==> src/rtl/hazard_ctrl.sv <==
// rtl/hazard_ctrl.sv - pipeline hazard unit: forwarding, load-use/branch hazards, data-memory wait FSM with timeout fault
// Forwarding is purely combinational; stalls/flushes come from a RUN/MEM_WAIT/ERR FSM.
module hazard_ctrl #(
  parameter int TIMEOUT = 255,
  parameter int CNT_W   = 16
) (
  input  logic             clk,
  input  logic             rst,
  input  logic [4:0]       Rs1D,
  input  logic [4:0]       Rs2D,
  input  logic [4:0]       Rs1E,
  input  logic [4:0]       Rs2E,
  input  logic [4:0]       RdE,
  input  logic [4:0]       RdM,
  input  logic [4:0]       RdW,
  input  logic             RegWriteM,
  input  logic             RegWriteW,
  input  logic             ResultSrcE,
  input  logic             PCSrcE,
  input  logic             dmem_req,
  input  logic             dmem_ready,
  output logic [1:0]       ForwardAE,
  output logic [1:0]       ForwardBE,
  output logic             StallF,
  output logic             StallD,
  output logic             StallE,
  output logic             StallM,
  output logic             FlushD,
  output logic             FlushE,
  output logic             mem_timeout,
  output logic [CNT_W-1:0] stall_cycles,
  output logic [CNT_W-1:0] flush_events
);

  typedef enum logic [1:0] {RUN, MEM_WAIT, ERR} state_t;

  localparam logic [7:0] TO_M1 = 8'(TIMEOUT - 1);

  state_t           r_state;
  state_t           w_next;
  logic [7:0]       r_wait_cnt;
  logic             r_mem_timeout;
  logic [CNT_W-1:0] r_stall_cycles;
  logic [CNT_W-1:0] r_flush_events;

  logic [1:0] w_fwd_a;
  logic [1:0] w_fwd_b;
  logic       w_loaduse;
  logic       w_branch;
  logic       w_stall_f;
  logic       w_stall_d;
  logic       w_stall_e;
  logic       w_stall_m;
  logic       w_flush_d;
  logic       w_flush_e;

  // M-stage result is younger than W-stage, so it wins on a double match.
  always_comb begin
    w_fwd_a = 2'b00;
    if (RegWriteM && (RdM != 5'd0) && (RdM == Rs1E))
      w_fwd_a = 2'b10;
    else if (RegWriteW && (RdW != 5'd0) && (RdW == Rs1E))
      w_fwd_a = 2'b01;
  end

  always_comb begin
    w_fwd_b = 2'b00;
    if (RegWriteM && (RdM != 5'd0) && (RdM == Rs2E))
      w_fwd_b = 2'b10;
    else if (RegWriteW && (RdW != 5'd0) && (RdW == Rs2E))
      w_fwd_b = 2'b01;
  end

  assign w_loaduse = ResultSrcE && (RdE != 5'd0) && ((RdE == Rs1D) || (RdE == Rs2D));

  always_comb begin
    w_next    = r_state;
    w_branch  = 1'b0;
    w_stall_f = 1'b0;
    w_stall_d = 1'b0;
    w_stall_e = 1'b0;
    w_stall_m = 1'b0;
    w_flush_d = 1'b0;
    w_flush_e = 1'b0;
    case (r_state)
      RUN: begin
        if (dmem_req && !dmem_ready) begin
          w_next    = MEM_WAIT;
          w_stall_f = 1'b1;
          w_stall_d = 1'b1;
          w_stall_e = 1'b1;
          w_stall_m = 1'b1;
        end else if (PCSrcE) begin
          w_branch  = 1'b1;
          w_flush_d = 1'b1;
          w_flush_e = 1'b1;
        end else if (w_loaduse) begin
          w_stall_f = 1'b1;
          w_stall_d = 1'b1;
          w_flush_e = 1'b1;
        end
      end
      MEM_WAIT: begin
        // Memory stage is released in the completion cycle so the access retires.
        w_stall_f = 1'b1;
        w_stall_d = 1'b1;
        w_stall_e = 1'b1;
        w_stall_m = !dmem_ready;
        if (dmem_ready)
          w_next = RUN;
        else if (r_wait_cnt == TO_M1)
          w_next = ERR;
      end
      ERR: begin
        w_stall_f = 1'b1;
        w_stall_d = 1'b1;
        w_stall_e = 1'b1;
        w_stall_m = 1'b1;
      end
      default: w_next = RUN;
    endcase
  end

  always_ff @(posedge clk or negedge rst) begin
    if (!rst) begin
      r_state        <= RUN;
      r_wait_cnt     <= 8'd0;
      r_mem_timeout  <= 1'b0;
      r_stall_cycles <= '0;
      r_flush_events <= '0;
    end else begin
      r_state       <= w_next;
      r_mem_timeout <= r_mem_timeout | (w_next == ERR);
      if ((r_state == RUN) && (w_next == MEM_WAIT))
        r_wait_cnt <= 8'd0;
      else if (r_state == MEM_WAIT)
        r_wait_cnt <= r_wait_cnt + 8'd1;
      if (w_stall_f && (r_stall_cycles != '1))
        r_stall_cycles <= r_stall_cycles + CNT_W'(1);
      if (w_branch && (r_flush_events != '1))
        r_flush_events <= r_flush_events + CNT_W'(1);
    end
  end

  // Combinational outputs are held quiet for as long as reset is asserted.
  assign ForwardAE    = rst ? w_fwd_a : 2'b00;
  assign ForwardBE    = rst ? w_fwd_b : 2'b00;
  assign StallF       = rst & w_stall_f;
  assign StallD       = rst & w_stall_d;
  assign StallE       = rst & w_stall_e;
  assign StallM       = rst & w_stall_m;
  assign FlushD       = rst & w_flush_d;
  assign FlushE       = rst & w_flush_e;
  assign mem_timeout  = r_mem_timeout;
  assign stall_cycles = r_stall_cycles;
  assign flush_events = r_flush_events;

endmodule

==> config.mk <==
export PLATFORM = sky130hd
export DESIGN_NAME = hazard_ctrl
export DESIGN_NICKNAME = d
export VERILOG_FILES = /design/src/rtl/hazard_ctrl.sv
export SDC_FILE = /design/constraint.sdc
export NUM_CORES = 1
export LEC_CHECK = 0
export CAP_MARGIN = 10
export CORE_ASPECT_RATIO = 1.4
export CORE_MARGIN = 8
export CORE_UTILIZATION = 46
export DETAILED_ROUTE_END_ITERATION = 12
export GPL_ROUTABILITY_DRIVEN = 0
export MAX_ROUTING_LAYER = met4
export PLACE_DENSITY = 0.91
export SLEW_MARGIN = 10
export SYNTH_ARGS = -nofsm -noshare
export SYNTH_HDL_FRONTEND = slang
export SYNTH_SLANG_ARGS = --single-unit
==> constraint.sdc <==
create_clock -name clk -period 3.1 [get_ports clk]
set_input_delay 0.62 -clock clk [delete_from_list [all_inputs] [get_ports clk]]
set_output_delay 0.62 -clock clk [all_outputs]
set_load 0.03 [all_outputs]
### Word level (Yosys, flattened, before mapping)

Index checks and enable logic that the tools add are counted.
Widths: inputs -> output; s select.

| word-level totals | value |
|---|---|
| register bits | 43 |
| memory bits (writable) | 0 |
| word-level logic and storage cells | 72 |
| bits in read-only memories | 0 |
| output and inout bits | 43 |
| bits of input ports | 43 |
| memories | 0 |
| bits in latches | 0 |

| operators by class | value |
|---|---|
| shifts and indexed selects | 0 |
| multiply operators | 0 |
| mux-type cells | 25 |
| bitwise gates (word level) | 6 |
| reduce and logical (&&, ||, !) cells | 20 |
| divide/modulo/power cells | 0 |
| eq/ne operators | 13 |
| order comparisons | 0 |
| add/subtract/negate cells | 3 |

Operators with widths:

| operator | number |
|---|---|
| $add 16x1->16 const B | 2 |
| $ne 16x16->1 const B | 2 |
| $eq 5x5->1 | 6 |
| $mux 8 | 2 |
| $reduce_bool 5->1 | 3 |
| $mux 2 | 7 |
| $logic_and 1x1->1 | 12 |
| $mux 1 | 12 |
| $add 8x1->8 const B | 1 |
| $eq 8x8->1 const B | 1 |
| $pmux 2 s3 | 1 |
| $and 1x1->1 | 5 |
| $eq 2x1->1 const B | 2 |
| $eq 2x2->1 const B | 2 |
| $pmux 1 s2 | 2 |
| $pmux 1 s3 | 1 |
| $logic_not 2->1 | 1 |
| $reduce_bool 2->1 | 1 |
| $reduce_or 2->1 | 1 |
| $logic_not 1->1 | 1 |
| $logic_or 1x1->1 | 1 |
| $or 1x1->1 | 1 |

### Logic depth before layout (Yosys ltp)

Gate-level depths: netlist of the first run.

| logic depth | value |
|---|---|
| word-level depth | 8 |
| mapped depth | 9 |
| gate-level depth less buffers | 8 |

### Worst setup path before layout of the first run

No wires, ideal clock.

| timing path | value |
|---|---|
| path kind | input port to output port |
| start point | input port RdE[3] |
| end point | output port StallF |
| stages on the path | 7 |
| slack | 28 ps |
| buffers on the path | 2 |
| arrival time | 2452 ps |
| cells stage by stage | xor2_1 -> nor3_2 -> a22oi_1 -> o41ai_4 -> buf_2 -> nor2b_1 -> buf_4 |

| between the ends | value |
|---|---|
| word-level cells in the longest chain between the ends | 8 |
| elaborated cells between the ends (all ways) | 11 |
| those cells by class | eq/ne: 2; mux: 4; bitwise: 1; reduce/logical: 4 |

Ends and longest elaborated chain:

| element | RTL line | RTL |
|---|---|---|
| start, declared | 13 | `input logic [4:0] RdE,` |
| $eq 5x5->1 or $reduce_bool 5->1 (tied branches) | 74 | `assign w_loaduse = ResultSrcE && (RdE != 5'd0) && ((RdE == Rs1D) \|\| (RdE == Rs2D));` |
| $logic_or 1x1->1 or $logic_and 1x1->1 (tied branches) | 74 |  |
| $logic_and 1x1->1 * | 74 |  |
| $mux 1 * (3 in series) | -- |  |
| $pmux 1 s2 * | -- |  |
| $and 1x1->1 * | -- |  |
| end, declared | 24 | `output logic StallF,` |

Mark *: on every way between the ends. The rest lies on a longest branch, timed or not.

### Final worst setup path of the first run

| timing path | value |
|---|---|
| start point | input port RdM[0] |
| end point | output port ForwardAE[1] |

| between the ends | value |
|---|---|
| word-level cells in the longest chain between the ends | 5 |
| elaborated cells between the ends (all ways) | 6 |
| those cells by class | eq/ne: 1; mux: 2; reduce/logical: 3 |

Ends and longest elaborated chain:

| element | RTL line | RTL |
|---|---|---|
| start, declared | 14 | `input logic [4:0] RdM,` |
| $reduce_bool 5->1 | 60 | `if (RegWriteM && (RdM != 5'd0) && (RdM == Rs1E))` |
| $logic_and 1x1->1 | 60 |  |
| $logic_and 1x1->1 * | 60 |  |
| $mux 2 * | 60 |  |
| $mux 2 * | 146 | `assign ForwardAE = rst ? w_fwd_a : 2'b00;` |
| end, declared | 22 | `output logic [1:0] ForwardAE,` |

Marks and branches as above.

==> results of run 1 <==
## cell type report
class	instances	area share, %
clock inverter	3	1.149
multi-input combinational	203	39.64
inverter	8	0.7882
tap	68	2.233
sequential	43	28.24
timing repair buffer	105	26.14
clock buffer	5	1.806
## power groups by stage
stage                     Combinational [W]  Sequential (W)  Clock [W]
after floorplan                   0.0000480        0.000585          0
after global placement             0.000167        0.000578          0
after detailed placement           0.000173        0.000579          0
after CTS                          0.000174        0.000568   0.000451
after global routing               0.000190        0.000568   0.000471
final                              0.000177        0.000568   0.000441
## final timing paths
| path | endpoint | slack [ns] | startpoint |
|---|---|---|---|
| setup / recovery | ForwardAE[1] | 0.02 | RdM[0] |
| hold / removal | flush_events[8] | 0.16 | rst |
| setup reg to reg | stall_cycles[9] | 0.83 | r_state[0] |
| hold reg to reg | mem_timeout | 0.48 | mem_timeout |
| max in group asynchronous | stall_cycles[11] | 2.43 | rst |
| min in group clk | mem_timeout | 0.48 | mem_timeout |
## cell usage in the layout (no fill, tap or decap), drive strengths merged, types with 3 or more instances in the layout
cell,Yosys,final
ha,8,8
dfrtp,43,43
nand2,18,18
nand3,16,16
dlymetal6s2s,0,4
and4,3,3
inv,8,8
clkbuf,2,5
xnor2,25,25
nand4,11,11
nor4,6,6
or4,5,5
buf,2,26
nor3,10,10
nor4b,5,5
and2,3,3
xor2,41,41
and3,4,4
clkdlybuf4s50,0,72
nor2,22,22
## flip-flops by register name (all words and copies together) (netlist names)
register and flops:
mem_timeout 1, r_state 2, flush_events 16, r_wait_cnt 8, stall_cycles 16
## cell families (layout without fill, tap and decap cells)
family	count (synthesis)	count (layout)	share of synthesized area, %
adders and majority gates	8	8	3.848
buffers and inverters	12	121	1.924
DFF	43	43	41.37
muxes	2	2	0.8657
xor gates and xnor gates	66	66	22.22
AOI/OAI and AO/OA	18	18	6.927
and+or+nand+nor	109	109	22.85
## worst max-delay path: cells and delay by family
family | cells | cell delay [ns]
buf+inv | 2 | 1.01
xor+xnor | 1 | 0.16
simple gates | 3 | 0.67
## timing repair
action	CTS	global route
setup buffers	0	0
hold buffers	0	0
endpoints found under the setup margin	5	6
pin swaps	0	3
gates resized for setup	7	11
hold endpoints to repair	0	0
## stage by stage
step	setup WS (ns)	power, W	instances	utilization (%)
after global routing	-0.02083	0.001230	435	69.46
after global placement	-0.2363	0.0007454	427	66.54
after floorplan	0.02802	0.0006331	258	-
final	0.01772	0.001186	435	69.46
after detailed placement	-0.2609	0.0007514	427	66.54
after CTS	0.01082	0.001192	435	68.64
## metal layers
metal	vias up	part of all wire [%]
met1	1148	40
met5	-	0
met2	89	51
met3	17	5.6
met4	0	2.8
li1	1118	-
==> impl_table.tex, run 1 <==
\begin{tabular}{lr}
\hline
Metric & Value \\
\hline
\multicolumn{2}{l}{\textbf{Outcome}} \\
\quad Outcome & complete, no violations \\
\multicolumn{2}{l}{\textbf{Global route}} \\
\quad Largest net degree at the start of global routing & 19 \\
\quad Met3 layer usage reported by global route & 3.516\% \\
\quad Via count of the first global-routing pass & 2599 \\
\quad Initial antenna violation count & 0 \\
\quad GR Layer Usage met2 & 31.15\% \\
\quad Met1 Usage GRT & 20.34\% \\
\quad Tot GR Track Use & 18.38\% \\
\quad Most used routing layer & met2 \\
\quad Overflow left after global routing & 0 \\
\quad Wire length of the first global-routing pass & 12170 um \\
\multicolumn{2}{l}{\textbf{Cells and area}} \\
\quad Sequential cell area & 1076 um2 \\
\quad Proportion of layout cells with a drive suffix above 1 & 12.81\% \\
\quad Number of inserted diodes & 0 \\
\quad Number of filler instances in the final layout & 424 \\
\quad Area growth from synthesis to layout & 46.46\% \\
\quad NumNets Final & 417 \\
\quad Multi-input logic area & 1510 um2 \\
\quad Final cell area excluding filler cells & 3810 um2 \\
\multicolumn{2}{l}{\textbf{STA}} \\
\quad Clock period minus final worst setup slack & 3.082 ns \\
\quad Max-slew violations & 0 \\
\quad Measured slew at the worst slew-check pin & 0.6388 ns \\
\quad Fraction of the cycle the final worst path needs & 99.43\% \\
\quad Clk\_skew & 0.01099 ns \\
\quad Count of endpoints failing hold in the final timing report & 0 \\
\quad Maximum achievable frequency & 0.3244 GHz \\
\quad Tightest hold margin & 0.1571 ns \\
\quad Total negative slack & 0 ns \\
\quad Tightest slew margin relative to the limit & 57.05\% \\
\quad Finish-stage setup viols & 0 \\
\multicolumn{2}{l}{\textbf{Synth}} \\
\quad Most frequently used cell type in the post-synthesis netlist & sky130\_fd\_sc\_hd\_\_dfrtp\_1 \\
\quad Synthesized instance count & 258 \\
\quad Synth unique cells & 45 \\
\quad Cell type with the largest total area after synthesis & sky130\_fd\_sc\_hd\_\_dfrtp\_1 \\
\quad Async set-or-reset flop fraction in the synthesized netlist & 100.0\% \\
\quad Number of nets in the synthesized netlist & 309 \\
\quad Cells taking the most area after synthesis & sky130\_fd\_sc\_hd\_\_dfrtp\_1 (41\%), sky130\_fd\_sc\_hd\_\_xor2\_1 (14\%), sky130\_fd\_sc\_hd\_\_xnor2\_1 (8.4\%), sky130\_fd\_sc\_hd\_\_ha\_1 (3.8\%), sky130\_fd\_sc\_hd\_\_nor2\_1 (3.2\%) \\
\quad Leading post-synthesis cells by instance count & sky130\_fd\_sc\_hd\_\_dfrtp\_1 (43), sky130\_fd\_sc\_hd\_\_xor2\_1 (41), sky130\_fd\_sc\_hd\_\_xnor2\_1 (25) \\
\quad Primary flip-flop cell chosen by synthesis mapping & sky130\_fd\_sc\_hd\_\_dfrtp\_1 \\
\quad Number of enable-type register cells in the synthesized netlist & 0 \\
\quad Post-synthesis average cell area & 10.08 um2 \\
\quad Seq/Total Area, Yosys & 41.37\% \\
\quad Area share of the leading cell type in the synthesized netlist & 41.37\% \\
\quad Register bit total from synthesis & 43 \\
\quad Ys Warns & 0 \\
\quad Post-Synthesis Cell Area & 2601 um2 \\
\multicolumn{2}{l}{\textbf{Setup path}} \\
\quad Crit end category & output port \\
\quad Required time of the critical path & 2.48 ns \\
\quad Arrival time reported for the critical path endpoint & 2.46 ns \\
\quad Largest stage delay on the critical path & 0.62 ns \\
\quad Critical-path cell with the highest stage delay & sky130\_fd\_sc\_hd\_\_clkdlybuf4s50\_1 \\
\quad Critical path class & primary input to output port \\
\quad Kind of start point of the critical path & primary input \\
\quad R2R cell count & 7 \\
\quad Worst-path maximum fanout & 3 \\
\quad Series of cell instances along the critical path & clkdlybuf4s50\_1 -> xnor2\_1 -> nand3\_1 -> nor4\_1 -> and2\_1 -> dlygate4sd2\_1 \\
\multicolumn{2}{l}{\textbf{Floorplanning}} \\
\quad Initial standard-cell utilization of the core & 47.42\% \\
\quad Placement row count & 32 \\
\quad Die Wd & 79.56 um \\
\quad Area of the die & 8351 um2 \\
\quad Top-level I/O count & 86 \\
\quad CORE AREA & 5485 um2 \\
\quad Die boundary height & 105.0 um \\
\multicolumn{2}{l}{\textbf{Pwr}} \\
\quad Power density normalized to cell area & 311.3 nW/um2 \\
\quad Maximum resistive drop on vdd & 0.2549 mV \\
\quad Share of total power in sequential cells & 47.9\% \\
\quad Share of power burned in combinational logic & 15.0\% \\
\quad Net Switching & 0.0002868 W \\
\quad Internal power & 0.0008992 W \\
\quad Switching Fraction & 24.18\% \\
\quad Clk network pwr share & 37.2\% \\
\quad Static leakage & 1.638 nW \\
\multicolumn{2}{l}{\textbf{Job}} \\
\quad Number of max-cap violations & 0 \\
\multicolumn{2}{l}{\textbf{Detailed routing}} \\
\quad 1st-iter DRT viols & 93 \\
\quad Via count normalized by instance count & 5.453 \\
\quad Detail-routed net length per standard cell & 17.12 um \\
\quad Remaining routing DRC violations & 0 \\
\quad Wire length reported by the detailed router & 7448 um \\
\quad First drt pass iteration count & 4 \\
\quad Count of nets left with antenna violations after detail routing & 0 \\
\quad Vias & 2372 \\
\multicolumn{2}{l}{\textbf{CTS}} \\
\quad Clk buf depth & 2 \\
\quad TritonCTS Sinks & 43 \\
\quad CTS tree & built \\
\quad Clock input transition at the sequential cells of the worst setup and hold paths & 0.09 ns \\
\quad Clk\_lat worst skew & 0.30 ns \\
\quad H-Tree Level Count & 2 \\
\quad Clock tree root driver cell & sky130\_fd\_sc\_hd\_\_clkbuf\_8 \\
\quad CTS Buf Count & 5 \\
\multicolumn{2}{l}{\textbf{Placed design}} \\
\quad HPWL after detailed placement & 5851 um \\
\quad Instance area at placement & 3650 um2 \\
\quad IO buf count & 85 \\
\multicolumn{2}{l}{\textbf{Min path}} \\
\quad Class of the tightest hold or removal check & primary input to asynchronous set/reset pin \\
\hline
\end{tabular}
No activity file was read; power rests on OpenSTA's default activity.
==> inputs of run 2 (changes only) <==
--- a/config.mk
+++ b/config.mk
@@ -8,12 +8,13 @@
 export CAP_MARGIN = 10
 export CORE_ASPECT_RATIO = 1.4
 export CORE_MARGIN = 8
-export CORE_UTILIZATION = 46
+export CORE_UTILIZATION = 50
 export DETAILED_ROUTE_END_ITERATION = 12
 export GPL_ROUTABILITY_DRIVEN = 0
 export MAX_ROUTING_LAYER = met4
-export PLACE_DENSITY = 0.91
+export PLACE_DENSITY = 0.95
 export SLEW_MARGIN = 10
 export SYNTH_ARGS = -nofsm -noshare
 export SYNTH_HDL_FRONTEND = slang
 export SYNTH_SLANG_ARGS = --single-unit
+export TNS_END_PERCENT = 5
==> constraint.sdc (replaced) <==
create_clock -name clk -period 3.6 [get_ports clk]
set_input_delay 0.72 -clock clk [delete_from_list [all_inputs] [get_ports clk]]
set_output_delay 0.72 -clock clk [all_outputs]
set_load 0.03 [all_outputs]
==> impl_table.tex, run 2 (synthesis gave the netlist of run 1 again) <==
\begin{tabular}{lr}
\hline
Metric & Value \\
\hline
\multicolumn{2}{l}{\textbf{Cells and area}} \\
\quad Leading cell types in the layout, fill and taps excluded & sky130\_fd\_sc\_hd\_\_clkdlybuf4s50\_1 (79), sky130\_fd\_sc\_hd\_\_dfrtp\_1 (43), sky130\_fd\_sc\_hd\_\_xor2\_1 (41), sky130\_fd\_sc\_hd\_\_xnor2\_1 (25), sky130\_fd\_sc\_hd\_\_nor2\_1 (22) \\
\quad Number of inserted diodes & 0 \\
\quad Area growth from synthesis to layout & 40.60\% \\
\quad Sequential cell area & 1076 um2 \\
\quad NumNets Final & 405 \\
\quad Most common library cell in the layout ignoring fill and taps & sky130\_fd\_sc\_hd\_\_clkdlybuf4s50\_1 \\
\quad Number of filler instances in the final layout & 366 \\
\quad Final cell area excluding filler cells & 3657 um2 \\
\quad Multi-input logic area & 1481 um2 \\
\quad Proportion of layout cells with a drive suffix above 1 & 8.169\% \\
\quad Non-filler cells in the finished layout & 421 \\
\quad Share of the core filled with cells in the final layout & 71.98\% \\
\multicolumn{2}{l}{\textbf{Detailed routing}} \\
\quad Wire length reported by the detailed router & 7027 um \\
\quad Vias & 2351 \\
\quad Detail-routed net length per standard cell & 16.69 um \\
\quad First drt pass iteration count & 4 \\
\quad 1st-iter DRT viols & 84 \\
\quad Count of nets left with antenna violations after detail routing & 0 \\
\quad Via count normalized by instance count & 5.584 \\
\quad Remaining routing DRC violations & 0 \\
\multicolumn{2}{l}{\textbf{Pwr}} \\
\quad Static leakage & 1.509 nW \\
\quad Switching Fraction & 25.71\% \\
\quad Clk network pwr share & 32.9\% \\
\quad Maximum resistive drop on vdd & 0.2795 mV \\
\quad Share of total power in sequential cells & 52.3\% \\
\quad Net Switching & 0.0002402 W \\
\quad Internal power & 0.0006940 W \\
\quad Post-layout power & 0.0009342 W \\
\quad Share of power burned in combinational logic & 14.7\% \\
\quad Power density normalized to cell area & 255.4 nW/um2 \\
\multicolumn{2}{l}{\textbf{Floorplanning}} \\
\quad CORE AREA & 5081 um2 \\
\quad Top-level I/O count & 86 \\
\quad Placement row count & 31 \\
\quad Initial standard-cell utilization of the core & 51.19\% \\
\quad Die boundary height & 101.3 um \\
\quad Area of the die & 7800 um2 \\
\quad Die Wd & 76.96 um \\
\multicolumn{2}{l}{\textbf{STA}} \\
\quad Total negative slack & 0 ns \\
\quad Setup repair after global routing missed its margin & false \\
\quad Maximum achievable frequency & 0.2875 GHz \\
\quad Clock period minus final worst setup slack & 3.479 ns \\
\quad Fraction of the cycle the final worst path needs & 96.63\% \\
\quad Finish-stage setup viols & 0 \\
\quad Tightest slew margin relative to the limit & 58.12\% \\
\quad Count of endpoints failing hold in the final timing report & 0 \\
\quad Clk\_skew & 0.007576 ns \\
\quad Measured slew at the worst slew-check pin & 0.6229 ns \\
\quad Max-slew violations & 0 \\
\multicolumn{2}{l}{\textbf{Setup path}} \\
\quad Worst reg2reg startpoint & r\_state[0] \\
\quad Required time of the critical path & 2.88 ns \\
\quad Register-to-register setup slack & 1.22 ns \\
\quad Arrival time reported for the critical path endpoint & 2.76 ns \\
\quad Most frequent CP cell & sky130\_fd\_sc\_hd\_\_clkdlybuf4s50\_1 \\
\quad Critical-path cell with the highest stage delay & sky130\_fd\_sc\_hd\_\_clkdlybuf4s50\_1 \\
\quad Largest stage delay on the critical path & 0.59 ns \\
\quad Series of cell instances along the critical path & clkdlybuf4s50\_1 -> or4\_1 -> o21ai\_1 -> nor4\_1 -> and2\_1 -> clkdlybuf4s50\_1 \\
\quad Critical path class & primary input to output port \\
\quad Crit end category & output port \\
\quad Timing startpoint of the critical path & RdM[1] \\
\quad Worst-path maximum fanout & 2 \\
\quad Kind of start point of the critical path & primary input \\
\multicolumn{2}{l}{\textbf{Placed design}} \\
\quad Number of placed instances with taps included & 413 \\
\quad Instance area at placement & 3560 um2 \\
\quad IO buf count & 85 \\
\quad HPWL after detailed placement & 5472 um \\
\multicolumn{2}{l}{\textbf{Global route}} \\
\quad Overflow left after global routing & 0 \\
\quad Tot GR Track Use & 18.92\% \\
\quad Initial antenna violation count & 0 \\
\quad Wire length of the first global-routing pass & 11750 um \\
\quad Via count of the first global-routing pass & 2528 \\
\quad Largest net degree at the start of global routing & 25 \\
\multicolumn{2}{l}{\textbf{CTS}} \\
\quad Clock tree root driver cell & sky130\_fd\_sc\_hd\_\_clkbuf\_8 \\
\quad CTS tree & built \\
\quad H-Tree Level Count & 2 \\
\quad Clk\_lat worst skew & 0.30 ns \\
\quad Clock input transition at the sequential cells of the worst setup and hold paths & 0.08 ns \\
\quad Clk buf depth & 2 \\
\quad TritonCTS Sinks & 43 \\
\quad CTS Buf Count & 5 \\
\multicolumn{2}{l}{\textbf{Outcome}} \\
\quad Outcome & complete, no violations \\
\multicolumn{2}{l}{\textbf{Min path}} \\
\quad Class of the tightest hold or removal check & primary input to asynchronous set/reset pin \\
\multicolumn{2}{l}{\textbf{Job}} \\
\quad Number of max-cap violations & 0 \\
\hline
\end{tabular}
-- run 2: cell types whose count changed in the layout (fill, tap and decap cells not counted), sizes merged --
cell	before	now
clkdlybuf4s15	1	0
dlymetal6s2s	4	1
buf	26	13
clkinv	2	1
clkdlybuf4s50	72	79
clkinvlp	0	2
dlygate4sd2	2	0
bufinv	1	0
-- run 2: power by group through the flow --
stage	registers [W]	logic, W	clock network, W
after floorplan	0.000504	0.0000414	0
after global placement	0.000498	0.000133	0
after detailed placement	0.000498	0.000137	0
after CTS	0.000489	0.000138	0.000315
after global routing	0.000489	0.000149	0.000329
final	0.000489	0.000138	0.000308
-- run 2: final timing paths --
| check | endpoint | cells after the start |
|---|---|---|
| max reg2reg | stall_cycles[1] | 9 |
| min | stall_cycles[4] | 1 |
| min in group clk | mem_timeout | 1 |
| max | ForwardBE[1] | 6 |
| min reg2reg | mem_timeout | 1 |
| max in group asynchronous | stall_cycles[12] | 2 |
-- run 2: metal layers --
metal | up-vias | track usage (%) | share of wire (%)
li1 | 1097 | - | -
met1 | 1135 | 20.99 | 43
met2 | 102 | 31.87 | 49
met3 | 17 | 4.618 | 5.2
met4 | 0 | 7.875 | 2.8
met5 | - | - | 0
-- run 2: final cells by class --
type / count / area share (%)
inverter: 8 / 0.8211
multi-input combinational: 203 / 40.51
tap: 66 / 2.258
clock buffer: 5 / 1.882
sequential: 43 / 29.42
clock inverter: 3 / 0.5474
timing repair buffer: 93 / 24.56
-- run 2: metrics by stage --
| step | setup slack (ns) | hold slack, ns |
|---|---|---|
| 2_1_floorplan | 0.3280 | 0.4244 |
| 3_3_place_gp | 0.06417 | 0.4603 |
| 3_5_place_dp | 0.05744 | 0.4689 |
| 4_1_cts | 0.04130 | 0.2779 |
| 5_1_grt | 0.01861 | 0.2844 |
| 6_report | 0.1212 | 0.2727 |
-- run 2: critical path, delay by kind of cell --
family	cells	cell delay [ns]
buf+inv	2	1.01
simple gates	3	0.80
compound gates	1	0.23
-- run 2: repair_timing --
item,in CTS,in global routing
resized for setup,0,3
hold buffers,0,0
setup buffers,0,0
endpoints found under the setup margin,0,3
==> inputs of run 3 (changes only) <==
--- a/config.mk
+++ b/config.mk
@@ -8,11 +8,11 @@
 export CAP_MARGIN = 10
 export CORE_ASPECT_RATIO = 1.4
 export CORE_MARGIN = 8
-export CORE_UTILIZATION = 50
+export CORE_UTILIZATION = 30
 export DETAILED_ROUTE_END_ITERATION = 12
 export GPL_ROUTABILITY_DRIVEN = 0
 export MAX_ROUTING_LAYER = met4
-export PLACE_DENSITY = 0.95
+export PLACE_DENSITY = 0.67
 export SLEW_MARGIN = 10
 export SYNTH_ARGS = -nofsm -noshare
 export SYNTH_HDL_FRONTEND = slang
==> constraint.sdc (replaced) <==
create_clock -name clk -period 3.3 [get_ports clk]
set_input_delay 0.66 -clock clk [delete_from_list [all_inputs] [get_ports clk]]
set_output_delay 0.66 -clock clk [all_outputs]
set_load 0.03 [all_outputs]
==> impl_table.tex, run 3 (synthesis gave the netlist of run 1 again) <==
\begin{tabular}{lr}
\hline
Metric & Value \\
\hline
\multicolumn{2}{l}{\textbf{CTS}} \\
\quad Clock tree root driver cell & sky130\_fd\_sc\_hd\_\_clkbuf\_16 \\
\quad CTS Buf Count & 5 \\
\quad TritonCTS Sinks & 43 \\
\quad Clk buf depth & 2 \\
\quad H-Tree Level Count & 2 \\
\quad Clk\_lat worst skew & 0.28 ns \\
\quad CTS tree & built \\
\quad Number of hold buffers added after CTS & 0 \\
\quad Post-CTS setup buffer count & 0 \\
\quad Clock input transition at the sequential cells of the worst setup and hold paths & 0.06 ns \\
\multicolumn{2}{l}{\textbf{Global route}} \\
\quad Met3 layer usage reported by global route & 2.319\% \\
\quad Initial antenna violation count & 0 \\
\quad Overflow left after global routing & 0 \\
\quad Via count of the first global-routing pass & 2385 \\
\quad GR Layer Usage met2 & 20.73\% \\
\quad Met1 Usage GRT & 12.44\% \\
\quad Wire length of the first global-routing pass & 10960 um \\
\quad Tot GR Track Use & 11.56\% \\
\quad Most used routing layer & met2 \\
\quad Largest net degree at the start of global routing & 25 \\
\multicolumn{2}{l}{\textbf{Floorplanning}} \\
\quad Die Wd & 94.70 um \\
\quad Initial standard-cell utilization of the core & 30.57\% \\
\quad Area of the die & 11950 um2 \\
\quad Top-level I/O count & 86 \\
\quad Die boundary height & 126.2 um \\
\quad Placement row count & 40 \\
\quad CORE AREA & 8508 um2 \\
\multicolumn{2}{l}{\textbf{Setup path}} \\
\quad Timing startpoint of the critical path & RdM[2] \\
\quad Kind of start point of the critical path & primary input \\
\quad Arrival time reported for the critical path endpoint & 2.52 ns \\
\quad Required time of the critical path & 2.64 ns \\
\quad Worst-path maximum fanout & 2 \\
\quad Worst reg2reg startpoint & r\_state[0] \\
\quad Crit end category & output port \\
\quad Critical path class & primary input to output port \\
\multicolumn{2}{l}{\textbf{Outcome}} \\
\quad Outcome & complete, no violations \\
\multicolumn{2}{l}{\textbf{STA}} \\
\quad Tightest slew margin relative to the limit & 59.92\% \\
\quad Setup repair after global routing missed its margin & false \\
\quad Clock period minus final worst setup slack & 3.182 ns \\
\quad Measured slew at the worst slew-check pin & 0.5962 ns \\
\quad Fraction of the cycle the final worst path needs & 96.43\% \\
\quad Count of endpoints failing hold in the final timing report & 0 \\
\quad Clk\_skew & 0.009748 ns \\
\quad Finish-stage setup viols & 0 \\
\quad Max-slew violations & 0 \\
\quad Maximum achievable frequency & 0.3143 GHz \\
\multicolumn{2}{l}{\textbf{Job}} \\
\quad Number of max-cap violations & 0 \\
\multicolumn{2}{l}{\textbf{Detailed routing}} \\
\quad First drt pass iteration count & 4 \\
\quad Detail-routed net length per standard cell & 14.81 um \\
\quad Wire length reported by the detailed router & 6843 um \\
\quad 1st-iter DRT viols & 33 \\
\quad Via count normalized by instance count & 4.877 \\
\quad Vias & 2253 \\
\quad Remaining routing DRC violations & 0 \\
\quad Count of nets left with antenna violations after detail routing & 0 \\
\multicolumn{2}{l}{\textbf{Pwr}} \\
\quad Power density normalized to cell area & 308.0 nW/um2 \\
\quad Maximum resistive drop on vdd & 0.3154 mV \\
\quad Static leakage & 1.538 nW \\
\multicolumn{2}{l}{\textbf{Placed design}} \\
\quad Instance area at placement & 3621 um2 \\
\quad IO buf count & 85 \\
\quad HPWL after detailed placement & 5509 um \\
\multicolumn{2}{l}{\textbf{Cells and area}} \\
\quad Leading cell types in the layout, fill and taps excluded & sky130\_fd\_sc\_hd\_\_clkdlybuf4s50\_1 (77), sky130\_fd\_sc\_hd\_\_dfrtp\_1 (43), sky130\_fd\_sc\_hd\_\_xor2\_1 (41), sky130\_fd\_sc\_hd\_\_xnor2\_1 (25), sky130\_fd\_sc\_hd\_\_nor2\_1 (22) \\
\quad NumNets Final & 407 \\
\quad Final cell area excluding filler cells & 3760 um2 \\
\quad Number of inserted diodes & 0 \\
\quad Most common library cell in the layout ignoring fill and taps & sky130\_fd\_sc\_hd\_\_clkdlybuf4s50\_1 \\
\quad Share of the core filled with cells in the final layout & 44.19\% \\
\quad Area growth from synthesis to layout & 44.54\% \\
\quad Proportion of layout cells with a drive suffix above 1 & 8.403\% \\
\multicolumn{2}{l}{\textbf{Min path}} \\
\quad Class of the tightest hold or removal check & flop to flop \\
\quad Worst Min Path Start & stall\_cycles[9] \\
\hline
\end{tabular}
-- run 3: cell types whose count changed in the layout (fill, tap and decap cells not counted), sizes merged --
cell           delta
buf               +3
clkdlybuf4s50     -2
dlygate4sd2       +2
clkbuf            +1
clkinvlp          -1
dlymetal6s2s      -1
-- run 3: worst paths after layout --
check                              endpoint  depth (start not counted)  slack [ns]
setup / recovery               ForwardBE[0]                          7        0.12
hold / removal              stall_cycles[9]                          1        0.49
setup reg to reg            stall_cycles[1]                          9        1.07
hold reg to reg             stall_cycles[9]                          1        0.49
max in group asynchronous   stall_cycles[3]                          2        2.54
min in group asynchronous  flush_events[11]                          2        0.50
-- run 3: per-layer routing --
metal / up-vias / routed length, um
met3: 4 / 392
met2: 58 / 3510
met4: 0 / 48
met1: 1090 / 2892
li1: 1101 / -
met5: - / 0
-- run 3: cell type report --
cell class | count | area [um2]
timing repair buffer | 95 | 905.9
fill | 838 | 4748
tap | 105 | 131.4
clock inverter | 2 | 12.51
inverter | 8 | 30.03
multi-input combinational | 203 | 1475
clock buffer | 6 | 128.9
sequential | 43 | 1076
-- run 3: metrics by stage --
stage                     hold WS (ns)  instances   power, W  setup TNS, ns  worst slack [ns]
after floorplan                 0.3644        258  0.0005947              0            0.1480
after global placement          0.4749        454  0.0006926        -0.1452          -0.07402
after detailed placement        0.4835        454  0.0006940        -0.1471          -0.07664
after CTS                       0.4924        462   0.001170              0           0.03790
after global routing            0.5165        462   0.001205              0           0.02938
final                           0.4878        462   0.001158              0            0.1179
-- run 3: worst max-delay path, stage by stage --
cell and delay [ns]:
sky130_fd_sc_hd__clkdlybuf4s50_1 0.44, sky130_fd_sc_hd__or4_1 0.50, sky130_fd_sc_hd__o21ai_1 0.20, sky130_fd_sc_hd__nor4_1 0.10
sky130_fd_sc_hd__buf_4 0.14, sky130_fd_sc_hd__nor4_1 0.27, sky130_fd_sc_hd__buf_4 0.21
-- run 3: where the power goes --
group	switching (W)	total [W]	internal, W
Clock	0.000195	0.000474	0.000279
Sequential	0.00000371	0.000534	0.000530
Combinational	0.0000686	0.000149	0.0000809
Total	0.000268	0.00116	0.000890
-- run 3: repair_timing --
item | in CTS | in global routing
pin swaps | 0 | 0
setup endpoints to repair | 2 | 1
gates resized for setup | 2 | 1
